[src/rtl/serial_adder_pkg.sv]
// Shared constants and FSM state type for the serial accumulator interface.
package serial_adder_pkg;

    localparam int unsigned DATA_W      = 12;
    localparam int unsigned FRAME_LEN   = 8;
    localparam int unsigned SUM_W       = 15;
    localparam int unsigned FRAME_IDX_W = $clog2(FRAME_LEN);

    typedef enum logic [1:0] {
        IDLE,
        STREAM,
        GAP
    } feeder_state_e;

endpackage

[src/rtl/frame_pingpong_buf.sv]
// Two-bank frame store: fills banks in turn from the write port, exposes a read port
// addressed by (bank, index) and per-bank full flags released by the reader.
module frame_pingpong_buf
    import serial_adder_pkg::*;
#(
    parameter int unsigned DataW    = DATA_W,
    parameter int unsigned FrameLen = FRAME_LEN
) (
    input  logic                        clk,
    input  logic                        rst,
    input  logic                        wr_en_i,
    input  logic [DataW-1:0]            wr_data_i,
    output logic                        wr_ready_o,
    input  logic                        rel_i,
    input  logic                        rd_bank_i,
    input  logic [$clog2(FrameLen)-1:0] rd_idx_i,
    output logic [DataW-1:0]            rd_data_o,
    output logic [1:0]                  full_o
);

    localparam int unsigned IdxW = $clog2(FrameLen);

    logic [DataW-1:0] mem_q [2][FrameLen];
    logic [1:0]       full_q;
    logic             wr_bank_q;
    logic [IdxW-1:0]  wr_idx_q;

    assign wr_ready_o = !full_q[wr_bank_q];
    assign rd_data_o  = mem_q[rd_bank_i][rd_idx_i];
    assign full_o     = full_q;

    // Set and clear never hit the same bank: the reader only releases a full bank,
    // while the writer is always filling a non-full one.
    always_ff @(posedge clk) begin
        if (rst) begin
            full_q    <= '0;
            wr_bank_q <= 1'b0;
            wr_idx_q  <= '0;
        end else begin
            if (wr_en_i) begin
                wr_idx_q <= wr_idx_q + 1'b1;
                if (wr_idx_q == IdxW'(FrameLen - 1)) begin
                    full_q[wr_bank_q] <= 1'b1;
                    wr_bank_q         <= ~wr_bank_q;
                end
            end
            if (rel_i) begin
                full_q[rd_bank_i] <= 1'b0;
            end
        end
    end

    always_ff @(posedge clk) begin
        if (wr_en_i) begin
            mem_q[wr_bank_q][wr_idx_q] <= wr_data_i;
        end
    end

endmodule

[src/rtl/serial_frame_feeder.sv]
// Buffers producer samples into ping-pong frames and streams each full frame on n with
// enable high for exactly FRAME_LEN cycles, followed by GAP_CYCLES of enable low.
module serial_frame_feeder
    import serial_adder_pkg::*;
#(
    parameter int unsigned DATA_W     = serial_adder_pkg::DATA_W,
    parameter int unsigned FRAME_LEN  = serial_adder_pkg::FRAME_LEN,
    parameter int unsigned GAP_CYCLES = 1
) (
    input  logic              clk,
    input  logic              rst,
    input  logic              wr_valid,
    input  logic [DATA_W-1:0] wr_data,
    output logic              wr_ready,
    output logic [DATA_W-1:0] n,
    output logic              enable,
    output logic              frame_start,
    output logic              frame_last,
    output logic              busy
);

    localparam int unsigned IdxW = $clog2(FRAME_LEN);
    localparam int unsigned GapW = (GAP_CYCLES > 1) ? $clog2(GAP_CYCLES) : 1;

    feeder_state_e     state_q;
    logic              rd_bank_q;
    logic [IdxW-1:0]   rd_idx_q;
    logic [GapW-1:0]   gap_cnt_q;
    logic              wr_en;
    logic              rel;
    logic [DATA_W-1:0] rd_data;
    logic [1:0]        full;

    assign wr_en = wr_valid && wr_ready;
    assign rel   = (state_q == STREAM) && (rd_idx_q == IdxW'(FRAME_LEN - 1));
    assign busy  = (|full) || (state_q != IDLE);

    frame_pingpong_buf #(
        .DataW    (DATA_W),
        .FrameLen (FRAME_LEN)
    ) u_buf (
        .clk        (clk),
        .rst        (rst),
        .wr_en_i    (wr_en),
        .wr_data_i  (wr_data),
        .wr_ready_o (wr_ready),
        .rel_i      (rel),
        .rd_bank_i  (rd_bank_q),
        .rd_idx_i   (rd_idx_q),
        .rd_data_o  (rd_data),
        .full_o     (full)
    );

    // IDLE emits sample 0 on the same edge it leaves, so a frame full at edge E is on n
    // after E+1 and STREAM only has to supply the remaining FRAME_LEN-1 samples.
    always_ff @(posedge clk) begin
        if (rst) begin
            state_q     <= IDLE;
            rd_bank_q   <= 1'b0;
            rd_idx_q    <= '0;
            gap_cnt_q   <= '0;
            n           <= '0;
            enable      <= 1'b0;
            frame_start <= 1'b0;
            frame_last  <= 1'b0;
        end else begin
            frame_start <= 1'b0;
            frame_last  <= 1'b0;
            unique case (state_q)
                IDLE: begin
                    if (full[rd_bank_q]) begin
                        n           <= rd_data;
                        enable      <= 1'b1;
                        frame_start <= 1'b1;
                        rd_idx_q    <= rd_idx_q + 1'b1;
                        state_q     <= STREAM;
                    end else begin
                        n      <= '0;
                        enable <= 1'b0;
                    end
                end
                STREAM: begin
                    n        <= rd_data;
                    enable   <= 1'b1;
                    rd_idx_q <= rd_idx_q + 1'b1;
                    if (rel) begin
                        frame_last <= 1'b1;
                        rd_bank_q  <= ~rd_bank_q;
                        gap_cnt_q  <= '0;
                        state_q    <= GAP;
                    end
                end
                GAP: begin
                    n      <= '0;
                    enable <= 1'b0;
                    if (gap_cnt_q == GapW'(GAP_CYCLES - 1)) begin
                        state_q <= IDLE;
                    end else begin
                        gap_cnt_q <= gap_cnt_q + 1'b1;
                    end
                end
                default: state_q <= IDLE;
            endcase
        end
    end

endmodule

[config.mk]
export PLATFORM = sky130hd
export DESIGN_NAME = serial_frame_feeder
export DESIGN_NICKNAME = d
export VERILOG_FILES = /design/src/rtl/serial_adder_pkg.sv /design/src/rtl/frame_pingpong_buf.sv /design/src/rtl/serial_frame_feeder.sv
export SDC_FILE = /design/constraint.sdc
export NUM_CORES = 1
export LEC_CHECK = 0
export ABC_CLOCK_PERIOD_IN_PS = 4380
export CAP_MARGIN = 20
export CORE_ASPECT_RATIO = 0.5
export CORE_MARGIN = 4
export CORE_UTILIZATION = 50
export DETAILED_ROUTE_END_ITERATION = 7
export PLACE_DENSITY_LB_ADDON = 0.08
export SYNTH_ARGS = -nofsm -noshare
export SYNTH_HDL_FRONTEND = slang
export SYNTH_SLANG_ARGS = --single-unit
export TNS_END_PERCENT = 1
[constraint.sdc]
create_clock -name clk -period 4.38 [get_ports clk]
set_input_delay 1.314 -clock clk [delete_from_list [all_inputs] [get_ports clk]]
set_output_delay 1.314 -clock clk [all_outputs]
set_load 0.1 [all_outputs]
Word-level counts from Yosys, hierarchy flattened
Memory sizes are Yosys's and may differ from the RTL's. A register that Yosys moved wholly into a read port is not among the register bits.
Index checks and enable logic that the tools add are counted.
{ "word_totals": {"ff_bits": 28, "mem_bits_rw": 192, "in_bits": 15, "out_inout_bits": 17, "wordCells": 93, "mem_count": 1} }
{ "mem_list": {"columns": ["memory", "depth", "width", "rd", "rd_clocked_by_memory_dff", "write_ports", "line_no", "text"], "rows": [
  ["u_buf.mem_q", 2, 96, 1, 1, 1, "frame_pingpong_buf.sv:23", "logic [DataW-1:0] mem_q [2][FrameLen];"]
]} }
{ "classes": {"add_sub_neg": 3, "magnitude_cmp": 7, "n_eq_ne": 7, "n_mux": 35, "bitwise_logic": 9, "n_reduce_logical": 20} }
{ "op_table": {"columns": ["op", "n"], "rows": [
  ["96-bit 2-to-1 mux", 1],
  ["12-bit 2-to-1 mux", 4],
  ["12-bit binary-select mux with 3-bit select", 1],
  ["12-bit demux with 3-bit select", 1],
  ["12-bit case mux with 3 select lines", 1],
  ["2-bit 2-to-1 mux", 7],
  ["1-bit 2-to-1 mux", 13],
  ["4-bit >= comparator (second input constant)", 2],
  ["3-bit inverter with 4-bit output", 2],
  ["2-bit AND reduction", 4],
  ["3-bit by 1-bit adder with 3-bit output (second input constant)", 2],
  ["3-bit equality test (second input constant)", 2],
  ["2-bit != test (second input constant)", 3],
  ["2-bit case mux with 3 select lines", 1],
  ["3-bit case mux with 2 select lines", 1],
  ["2-bit nonzero test", 3],
  ["2-bit OR reduction", 3],
  ["1-bit logical AND", 5],
  ["1-bit by 2-bit < comparator with 1-bit output (second input constant)", 2],
  ["4-bit by 1-bit < comparator with 1-bit output (second input constant)", 1],
  ["1-bit inverter", 4],
  ["3-bit 2-to-1 mux", 1],
  ["1-bit case mux with 3 select lines", 1],
  ["3-bit AND reduction", 1],
  ["other kinds (13)", 15]
]} }

Longest topological paths before layout
Gate-level depths: netlist of run 1.
{ "depth": {"depth_word": 10, "mapped_depth": 7, "depth_no_buf": 6} }

Modules after synthesis
A second synthesis of run 1 with hierarchy kept.
{ "unflattened": {"hier_cells": 439, "area_unflattened_um2": 8602.0} }
{ "modules_own_cells": {"columns": ["module", "instances", "cells_per_inst", "area_per_inst_um2", "seq_area_each_um2"], "rows": [
  ["frame_pingpong_buf", 1, 349, 7641.1, 5885.6],
  ["serial_frame_feeder", 1, 90, 960.9, 420.4]
]} }

Least setup slack after synthesis of run 1
No wires, ideal clock.
{ "synth_path": {"path_kind": "flip-flop to flip-flop", "start": "reg u_buf.wr_bank_q", "end": "mem u_buf.mem_q[0][60] in the netlist's numbering (enable)", "setup_time_ns": 0.412, "arrival_time_ns": 3.984, "setup_slack_ns": -0.016, "stages_incl_launch_ff": 7, "n_path_buf": 2, "period_less_slack_ns": 4.396, "path_cell_list": "dfxtp_1 buf_2 mux2i_1 and2_0 nand2b_1 buf_2 nor4_1"} }
{ "synth_via": {"elab_chain_len": 6} }
{ "synth_lines": {"columns": ["element", "line_no", "text"], "rows": [
  ["start, declared", "frame_pingpong_buf.sv:25", "logic wr_bank_q;"],
  ["start signal, assigned", "frame_pingpong_buf.sv:44", "wr_bank_q <= ~wr_bank_q;"],
  ["1-bit 2-to-1 mux (not written as such) (2 in series)", "frame_pingpong_buf.sv:28", "assign wr_ready_o = !full_q[wr_bank_q];"],
  ["1-bit zero test", "frame_pingpong_buf.sv:28", null],
  ["via wr_ready", "serial_frame_feeder.sv:14", "output logic wr_ready,"],
  ["1-bit logical AND", "serial_frame_feeder.sv:34", "assign wr_en = wr_valid && wr_ready;"],
  ["1-bit 2-to-1 mux", "frame_pingpong_buf.sv:54", "if (wr_en_i) begin"],
  ["96-bit 2-to-1 mux (not written as such)", "frame_pingpong_buf.sv:55", "mem_q[wr_bank_q][wr_idx_q] <= wr_data_i;"],
  ["end, declared", "frame_pingpong_buf.sv:23", null]
]} }
The timed path passes the listed nets, and every way through them passes these cells. The select of a mux whose other input is x is not followed.

Worst setup path in the final report of run 1
{ "layout_path": {"start": "reg n[6]", "end": "out n[6]"} }
{ "layout_rtl": {"columns": ["element", "line_no", "text"], "rows": [
  ["start, declared", "serial_frame_feeder.sv:15", "output logic [DATA_W-1:0] n,"],
  ["start signal, assigned", "serial_frame_feeder.sv:72", "n <= rd_data;"],
  ["start signal, assigned", "serial_frame_feeder.sv:83", "n <= rd_data;"]
]} }
No word-level cell between the ends.

==> metrics.txt, run 1 <==
# TYPE chip_impl_metric gauge
chip_impl_info{name="result_of_the_run",value="finished, final reports clean"} 1
chip_impl_metric{name="post_cts_resize_count",unit=""} 0
chip_impl_metric{name="arrival",unit="ns"} 2.02
chip_impl_metric{name="core_area",unit="µm²"} 16520
chip_impl_info{name="reg_to_reg_endpoint",value="u_buf.mem_q[1][20]$_DFFE_PP_"} 1
chip_impl_metric{name="ctsHtreeMaxLevel",unit=""} 1
chip_impl_metric{name="layout_worst_path_cycle_share",unit="%"} 76.05
chip_impl_metric{name="hold_violations",unit=""} 0
chip_impl_metric{name="worstRegToRegCells",unit=""} 5
chip_impl_metric{name="final-max-slew-violation-count",unit=""} 0
chip_impl_metric{name="p_per_area",unit="nW/µm²"} 414.5
chip_impl_info{name="synth_ff_type",value="sky130_fd_sc_hd__edfxtp_1"} 1
chip_impl_metric{name="fraction_of_synthesis_flops_using_an_asynchronous_set_or_reset_pin",unit="%"} 0
chip_impl_metric{name="grt_first_pass_wirelength",unit="µm"} 28730
chip_impl_metric{name="cp_num_buf_inv",unit=""} 1
chip_impl_metric{name="initial_drt_pass_iterations",unit=""} 5
chip_impl_metric{name="timing.final.ws_setup",unit="ns"} 1.049
chip_impl_metric{name="postCtsHoldBufs",unit=""} 0
chip_impl_metric{name="finalSetupTns",unit="ns"} 0
chip_impl_info{name="clock_tree_from_tritoncts",value="built"} 1
chip_impl_metric{name="syn_avg_cell_area",unit="µm²"} 19.36
chip_impl_metric{name="replace_congestion",unit=""} 0.8114
chip_impl_info{name="crit_chain",value="clkdlybuf4s50_1"} 1
chip_impl_metric{name="number_of_instances_in_the_synthesized_netlist",unit=""} 439
chip_impl_metric{name="globalRouteOverflowTotal",unit=""} 0
chip_impl_metric{name="drtAntennaViolNets",unit=""} 0
chip_impl_info{name="sort_of_element_at_the_start_of_the_critical_path",value="flop"} 1
chip_impl_metric{name="ys_ff_latch",unit=""} 220
chip_impl_info{name="ctsRootBufferMaster",value="sky130_fd_sc_hd__clkbuf_16"} 1
chip_impl_metric{name="detailroute.via_count",unit=""} 4307
chip_impl_metric{name="placement.setup.worst_slack",unit="ns"} 0.6967
chip_impl_metric{name="design_power_total",unit="mW"} 4.061
chip_impl_metric{name="worstMarginPinSlew",unit="ns"} 0.9768
chip_impl_metric{name="slack_of_the_worst_reg_to_reg_path",unit="ns"} 1.48
chip_impl_info{name="cell_with_the_most_instances_after_synthesis",value="sky130_fd_sc_hd__edfxtp_1"} 1
chip_impl_metric{name="cts_setup_buffers",unit=""} 0
chip_impl_metric{name="post_synth_num_cell_types",unit=""} 30
chip_impl_info{name="slowest_cell_on_the_critical_path",value="sky130_fd_sc_hd__clkdlybuf4s50_1"} 1
chip_impl_info{name="cp_top_family",value="buffers and inverters"} 1
chip_impl_info{name="synth_commonest_cells",value="192 x sky130_fd_sc_hd__edfxtp_1, 48 x sky130_fd_sc_hd__mux4_2, 39 x sky130_fd_sc_hd__nor2_1, 30 x sky130_fd_sc_hd__mux2i_1, 28 x sky130_fd_sc_hd__dfxtp_1"} 1
chip_impl_metric{name="clock_skew",unit="ns"} 0.01005
chip_impl_metric{name="post-dp-hpwl",unit="µm"} 12310
chip_impl_metric{name="first_global_vias",unit=""} 4460
chip_impl_metric{name="fin_cells",unit=""} 732
chip_impl_info{name="crit_start",value="n[6]$_SDFFE_PP0P_"} 1
chip_impl_metric{name="synth_fp_nets",unit=""} 462
chip_impl_metric{name="grt_max_degree",unit=""} 33
chip_impl_metric{name="worst_skew_pair_latency",unit="ns"} 0.48
chip_impl_metric{name="critPathMaxFanout",unit=""} 2
chip_impl_metric{name="seq_area_frac_synth",unit="%"} 74.42
chip_impl_metric{name="placedInstanceArea",unit="µm²"} 9231
chip_impl_metric{name="total_leakage_power",unit="nW"} 3.149
chip_impl_metric{name="die_h",unit="µm"} 100.2
chip_impl_metric{name="area_growth_syn_to_layout",unit="%"} 15.25
chip_impl_metric{name="numClockSinks",unit=""} 220
chip_impl_metric{name="design.final.nets",unit=""} 516
chip_impl_metric{name="antenna_found_initial",unit=""} 0
chip_impl_metric{name="ioPinCount",unit=""} 32
chip_impl_metric{name="post_drt_wl_per_cell",unit="µm"} 25.72
chip_impl_metric{name="hold_depth",unit=""} 1
chip_impl_info{name="worstHoldPathType",value="reg -> reg"} 1
chip_impl_metric{name="slew_headroom",unit="%"} 34.68
chip_impl_metric{name="drt-vias-per-instance",unit=""} 5.884
chip_impl_info{name="worstSetupPathType",value="reg -> out"} 1
chip_impl_metric{name="num_rows",unit=""} 33
chip_impl_metric{name="placed_cells",unit=""} 699
chip_impl_metric{name="synthesis.area",unit="µm²"} 8501
chip_impl_metric{name="fmax",unit="MHz"} 300.2
chip_impl_metric{name="drt_iter0_markers",unit=""} 460
chip_impl_metric{name="edff_count_synth",unit=""} 192
chip_impl_metric{name="crit_required",unit="ns"} 3.07
chip_impl_metric{name="maxCapViolations",unit=""} 0
chip_impl_metric{name="timing.final.setup_violations",unit=""} 0
chip_impl_info{name="whs_endpoint",value="n[2]$_SDFFE_PP0P_"} 1
chip_impl_info{name="worst_r2r_startpoint",value="u_buf.wr_bank_q$_SDFFE_PP0P_"} 1
chip_impl_metric{name="die_w",unit="µm"} 192.4
chip_impl_metric{name="yosysTopAreaCellShare",unit="%"} 67.82
chip_impl_metric{name="design.die.area",unit="µm²"} 19280
chip_impl_metric{name="worst_path_largest_cell_delay",unit="ns"} 1.16
chip_impl_metric{name="final_cell_area",unit="µm²"} 9797
chip_impl_info{name="timing.critical_path.to_type",value="output port"} 1
chip_impl_metric{name="clkSlewWorstSetupHoldPaths",unit="ns"} 0.07
chip_impl_metric{name="ir_drop",unit="µV"} 199.6
chip_impl_metric{name="post-route-util",unit="%"} 59.32
chip_impl_info{name="post-synth-top-area-cell",value="sky130_fd_sc_hd__edfxtp_1"} 1
chip_impl_metric{name="numCtsBuffers",unit=""} 19
chip_impl_metric{name="floorplan.initialDensity",unit="%"} 51.47
chip_impl_metric{name="fill_cells",unit=""} 1206
chip_impl_metric{name="hold_slack",unit="ns"} 0.4649
chip_impl_metric{name="port-buffer-count",unit=""} 31
chip_impl_metric{name="detail_route.drc_violations",unit=""} 0
chip_impl_info{name="timing.hold.worst.start",value="n[2]$_SDFFE_PP0P_"} 1
chip_impl_metric{name="final_layout_size_suffix_gt1_share",unit="%"} 22.62
chip_impl_info{name="synth_top_cells_by_area",value="sky130_fd_sc_hd__edfxtp_1 68%, sky130_fd_sc_hd__mux4_2 13%, sky130_fd_sc_hd__dfxtp_1 6.6%, sky130_fd_sc_hd__mux2i_1 3.5%, sky130_fd_sc_hd__nor2_1 1.7%"} 1
chip_impl_metric{name="global_routing_usage_summed_across_all_routing_layers",unit="%"} 20.58
chip_impl_metric{name="detail_route.wirelength",unit="µm"} 18830
chip_impl_metric{name="fin_crit",unit="ns"} 3.331
chip_impl_info{name="rsz0062_at_grt",value="no"} 1
chip_impl_metric{name="ctsLongestPathBuffers",unit=""} 3
chip_impl_metric{name="synth-warning-count",unit=""} 0
## worst max path at each step
stage                     cells after the start  slack, ns                      endpoint
after detailed placement                      5       0.70  u_buf.mem_q[1][15]$_DFFE_PP_
after global routing                          1       1.01                          n[6]
final                                         1       1.05                          n[6]
after floorplan                               6       0.57  u_buf.mem_q[0][60]$_DFFE_PP_
after global placement                        5       0.78  u_buf.mem_q[1][14]$_DFFE_PP_
after CTS                                     1       1.02                          n[6]
## state kept, by name (all words and copies together) (netlist names), named ones only
name,flops
frame_last,1
u_buf.full_o,2
u_buf.wr_bank_q,1
frame_start,1
state_q,2
u_buf.wr_idx_q,3
rd_idx_q,3
rd_bank_q,1
enable,1
n,12
u_buf.mem_q,192
## layout by cell type (no fill, tap or decap), drive strengths merged
master | Yosys | routed
inv | 7 | 7
ha | 8 | 8
a31oi | 2 | 2
a211oi | 1 | 1
dfxtp | 28 | 28
clkbuf | 8 | 27
nor2 | 39 | 39
buf | 14 | 26
a211o | 12 | 12
nor3b | 1 | 1
o211ai | 1 | 1
and2 | 1 | 1
edfxtp | 192 | 192
a2bb2oi | 1 | 1
diode | 0 | 1
a21oi | 5 | 5
mux2i | 30 | 30
mux2 | 1 | 1
nor2b | 1 | 1
xnor2 | 1 | 1
nor4 | 3 | 3
xor2 | 2 | 2
o2111ai | 2 | 2
clkinv | 0 | 4
nand2b | 2 | 2
mux4 | 48 | 48
nor3 | 11 | 11
nand2 | 14 | 14
a311oi | 1 | 1
nand3 | 3 | 3
clkdlybuf4s50 | 0 | 29
bufinv | 0 | 1
## layer usage
| layer | up-vias | part of all wire, % | global-route usage, % |
|---|---|---|---|
| li1 | 1867 | - | - |
| met1 | 2253 | 45 | 30.78 |
| met2 | 166 | 46 | 31.24 |
| met3 | 21 | 7.9 | 5.525 |
| met4 | 0 | 1.7 | 3.834 |
| met5 | - | 0 | 0 |
## power by group
group	switching, mW	total, mW	leakage (nW)	internal, mW
clock	0.693	1.57	0.275	0.877
sequential	0.0137	2.31	1.96	2.30
combinational	0.123	0.177	0.912	0.0545
total	0.829	4.06	3.15	3.23
## layout make-up
class	count	area (µm²)	area share [%]
diodes	1	2.502	0.02554
clock buffers	27	515.5	5.262
clock inverters	5	47.55	0.4853
inverters	7	26.28	0.2682
multi-input cells	190	2105	21.48
flip-flops and latches	220	6331	64.62
well taps	227	284.0	2.899
repair buffers	55	485.5	4.955
## cell families after synthesis
family	count (synthesis)	synth area share, %
muxes	79	16.38
adders and majority gates	8	1.178
AOI/OAI and AO/OA	25	2.267
DFF	220	74.42
and+or+nand+nor	75	3.768
buffers and inverters	29	1.678
xor gates and xnor gates	3	0.3092
Note: power is estimated with default switching activity, not from simulation.
==> run 2: changes to the inputs <==
--- a/config.mk
+++ b/config.mk
@@ -5,7 +5,7 @@
 export SDC_FILE = /design/constraint.sdc
 export NUM_CORES = 1
 export LEC_CHECK = 0
-export ABC_CLOCK_PERIOD_IN_PS = 4380
+export ABC_CLOCK_PERIOD_IN_PS = 2800
 export CAP_MARGIN = 20
 export CORE_ASPECT_RATIO = 0.5
 export CORE_MARGIN = 4
==> constraint.sdc (replaced) <==
create_clock -name clk -period 2.8 [get_ports clk]
set_input_delay 0.84 -clock clk [delete_from_list [all_inputs] [get_ports clk]]
set_output_delay 0.84 -clock clk [all_outputs]
set_load 0.1 [all_outputs]
==> metrics.txt, run 2 (synthesized netlist as in run 1, its figures left out) <==
# TYPE chip_impl_metric gauge
chip_impl_metric{name="slew_headroom",unit="%"} 50.29
chip_impl_metric{name="final_layout_size_suffix_gt1_share",unit="%"} 28.85
chip_impl_metric{name="grt_max_degree",unit=""} 27
chip_impl_metric{name="fin_cells",unit=""} 747
chip_impl_metric{name="worstMarginPinSlew",unit="ns"} 0.7434
chip_impl_metric{name="global_routing_usage_summed_across_all_routing_layers",unit="%"} 20.48
chip_impl_metric{name="final_cell_area",unit="µm²"} 10110
chip_impl_metric{name="detail_route.wirelength",unit="µm"} 18850
chip_impl_metric{name="design.die.area",unit="µm²"} 19280
chip_impl_info{name="clock_tree_from_tritoncts",value="built"} 1
chip_impl_metric{name="port-buffer-count",unit=""} 31
chip_impl_metric{name="drt-vias-per-instance",unit=""} 5.818
chip_impl_metric{name="largest_register_ffs",unit=""} 192
chip_impl_metric{name="clkSlewWorstSetupHoldPaths",unit="ns"} 0.07
chip_impl_info{name="crit_start",value="state_q[0]$_SDFFE_PP0P_"} 1
chip_impl_metric{name="finalSetupTns",unit="ns"} 0
chip_impl_metric{name="placement.setup.worst_slack",unit="ns"} 0.1210
chip_impl_metric{name="placed_cells",unit=""} 711
chip_impl_metric{name="detailroute.via_count",unit=""} 4346
chip_impl_metric{name="pwr-share-seq",unit="%"} 53.6
chip_impl_metric{name="cts_setup_buffers",unit=""} 0
chip_impl_metric{name="numCtsBuffers",unit=""} 20
chip_impl_metric{name="p_sw_share",unit="%"} 20.31
chip_impl_metric{name="post_cts_resize_count",unit=""} 0
chip_impl_metric{name="crit_required",unit="ns"} 1.96
chip_impl_metric{name="clock_skew",unit="ns"} 0.01283
chip_impl_metric{name="drt_iter0_markers",unit=""} 447
chip_impl_metric{name="first_global_vias",unit=""} 4449
chip_impl_metric{name="worst_path_largest_cell_delay",unit="ns"} 0.39
chip_impl_info{name="timing.critical_path.to_type",value="output port"} 1
chip_impl_metric{name="internal-power",unit="mW"} 5.380
chip_impl_metric{name="die_h",unit="µm"} 100.2
chip_impl_metric{name="critPathMaxFanout",unit=""} 5
chip_impl_info{name="rsz0062_at_grt",value="no"} 1
chip_impl_info{name="worstHoldPathType",value="reg -> reg"} 1
chip_impl_metric{name="post-dp-hpwl",unit="µm"} 12470
chip_impl_metric{name="area_growth_syn_to_layout",unit="%"} 18.93
chip_impl_info{name="cp_top_family",value="flip-flops"} 1
chip_impl_info{name="worstSetupPathType",value="reg -> out"} 1
chip_impl_metric{name="detail_route.drc_violations",unit=""} 0
chip_impl_metric{name="grt_first_pass_wirelength",unit="µm"} 28500
chip_impl_metric{name="core_area",unit="µm²"} 16520
chip_impl_metric{name="drtAntennaViolNets",unit=""} 0
chip_impl_info{name="timing.hold.worst.start",value="n[4]$_SDFFE_PP0P_"} 1
chip_impl_metric{name="maxCapViolations",unit=""} 0
chip_impl_metric{name="ioPinCount",unit=""} 32
chip_impl_info{name="most_common_library_cell_in_the_layout_ignoring_fill_and_taps",value="sky130_fd_sc_hd__edfxtp_1"} 1
chip_impl_metric{name="fin_crit",unit="ns"} 2.440
chip_impl_metric{name="die_w",unit="µm"} 192.4
chip_impl_metric{name="net_sw_power",unit="mW"} 1.371
chip_impl_metric{name="initial_drt_pass_iterations",unit=""} 5
chip_impl_metric{name="post_drt_wl_per_cell",unit="µm"} 25.23
chip_impl_metric{name="layout_worst_path_cycle_share",unit="%"} 87.13
chip_impl_metric{name="floorplan.initialDensity",unit="%"} 51.47
chip_impl_info{name="largestRegisters",value="u_buf.mem_q (192), n (12)"} 1
chip_impl_metric{name="power.clock.fraction",unit="%"} 42.0
chip_impl_metric{name="ctsLongestPathBuffers",unit=""} 3
chip_impl_metric{name="cp_num_buf_inv",unit=""} 2
chip_impl_metric{name="placedInstanceArea",unit="µm²"} 9419
chip_impl_info{name="ctsRootBufferMaster",value="sky130_fd_sc_hd__clkbuf_16"} 1
chip_impl_metric{name="arrival",unit="ns"} 1.60
chip_impl_info{name="crit_chain",value="inv_1 > ha_1 > nand2_1 > buf_4"} 1
chip_impl_metric{name="globalRouteOverflowTotal",unit=""} 0
chip_impl_metric{name="comb_power_share",unit="%"} 4.4
chip_impl_info{name="result_of_the_run",value="finished, final reports clean"} 1
chip_impl_metric{name="numClockSinks",unit=""} 220
chip_impl_metric{name="final-max-slew-violation-count",unit=""} 0
chip_impl_metric{name="fmax",unit="MHz"} 409.9
chip_impl_metric{name="ctsHtreeMaxLevel",unit=""} 1
chip_impl_metric{name="replace_congestion",unit=""} 0.8366
chip_impl_metric{name="total_leakage_power",unit="nW"} 3.333
chip_impl_info{name="most_used_cells_in_the_layout_excluding_fill_and_tap_cells",value="192 x sky130_fd_sc_hd__edfxtp_1, 48 x sky130_fd_sc_hd__mux4_2, 45 x sky130_fd_sc_hd__buf_4"} 1
chip_impl_info{name="slowest_cell_on_the_critical_path",value="sky130_fd_sc_hd__dfxtp_1"} 1
chip_impl_metric{name="num_rows",unit=""} 33
chip_impl_metric{name="p_per_area",unit="nW/µm²"} 667.8
chip_impl_metric{name="timing.final.ws_setup",unit="ns"} 0.3603
chip_impl_metric{name="diodes",unit=""} 0
chip_impl_metric{name="hold_violations",unit=""} 0
chip_impl_metric{name="hold_slack",unit="ns"} 0.4664
chip_impl_info{name="sort_of_element_at_the_start_of_the_critical_path",value="flop"} 1
chip_impl_info{name="registers.top_by_ff_count",value="u_buf.mem_q"} 1
chip_impl_metric{name="postCtsHoldBufs",unit=""} 0
chip_impl_metric{name="ir_drop",unit="µV"} 471.3
chip_impl_metric{name="antenna_found_initial",unit=""} 0
chip_impl_metric{name="timing.final.setup_violations",unit=""} 0
chip_impl_metric{name="worst_skew_pair_latency",unit="ns"} 0.49
chip_impl_metric{name="design.final.nets",unit=""} 529
-- run 2: cell count changes in the layout (fill, tap and decap cells not counted), moves of 3 or more --
cell,before,now
sky130_fd_sc_hd__buf_12,0,8
sky130_fd_sc_hd__buf_4,26,45
sky130_fd_sc_hd__clkbuf_1,7,2
sky130_fd_sc_hd__clkdlybuf4s50_1,29,14
sky130_fd_sc_hd__nor4_2,3,0
sky130_fd_sc_hd__nor4_4,0,3
-- run 2: final timing paths --
kind	end	slack, ns	cells after the start
hold / removal	n[4]$_SDFFE_PP0P_	0.47	1
setup / recovery	busy	0.36	4
hold reg to reg	n[4]$_SDFFE_PP0P_	0.47	1
setup reg to reg	n[2]$_SDFFE_PP0P_	0.67	5
-- run 2: metal layers --
metal  routed length [µm]  part of all wire, %  track usage [%]
met2                 8724                   46            31.51
met1                 8213                   44            30.69
met4                  298                  1.6            3.669
met3                 1609                  8.5            4.934
met5                    0                    0                0
-- run 2: metrics by stage --
stage                     utilization [%]  total power, mW
after floorplan                         -            3.836
after global placement              57.03            3.978
after detailed placement            57.03            3.991
after CTS                           61.21            6.821
after global routing                61.21            6.989
final                               61.21            6.751
-- run 2: cell type report --
class | instances | area, µm²
clock buffers | 24 | 546.8
fillers | 1175 | 6406
repair buffers | 67 | 638.1
flip-flops and latches | 220 | 6331
multi-input cells | 190 | 2140
well taps | 227 | 284.0
clock inverters | 12 | 143.9
inverters | 7 | 26.28
-- run 2: power groups by stage --
stage          clock network, mW  registers (mW)  logic (mW)
3_5_place_dp                   0            3.69       0.299
3_3_place_gp                   0            3.69       0.289
6_report                    2.83            3.62       0.298
2_1_floorplan                  0            3.73       0.108
5_1_grt                     3.05            3.62       0.316
4_1_cts                     2.90            3.62       0.299
-- run 2: worst register-to-register path, cell delays in order (launching register included) --
cell	delay, ns
sky130_fd_sc_hd__dfxtp_4	0.56
sky130_fd_sc_hd__buf_4	0.32
sky130_fd_sc_hd__mux4_2	0.56
sky130_fd_sc_hd__mux2i_1	0.18
sky130_fd_sc_hd__nor2_1	0.13
sky130_fd_sc_hd__a211o_1	0.28
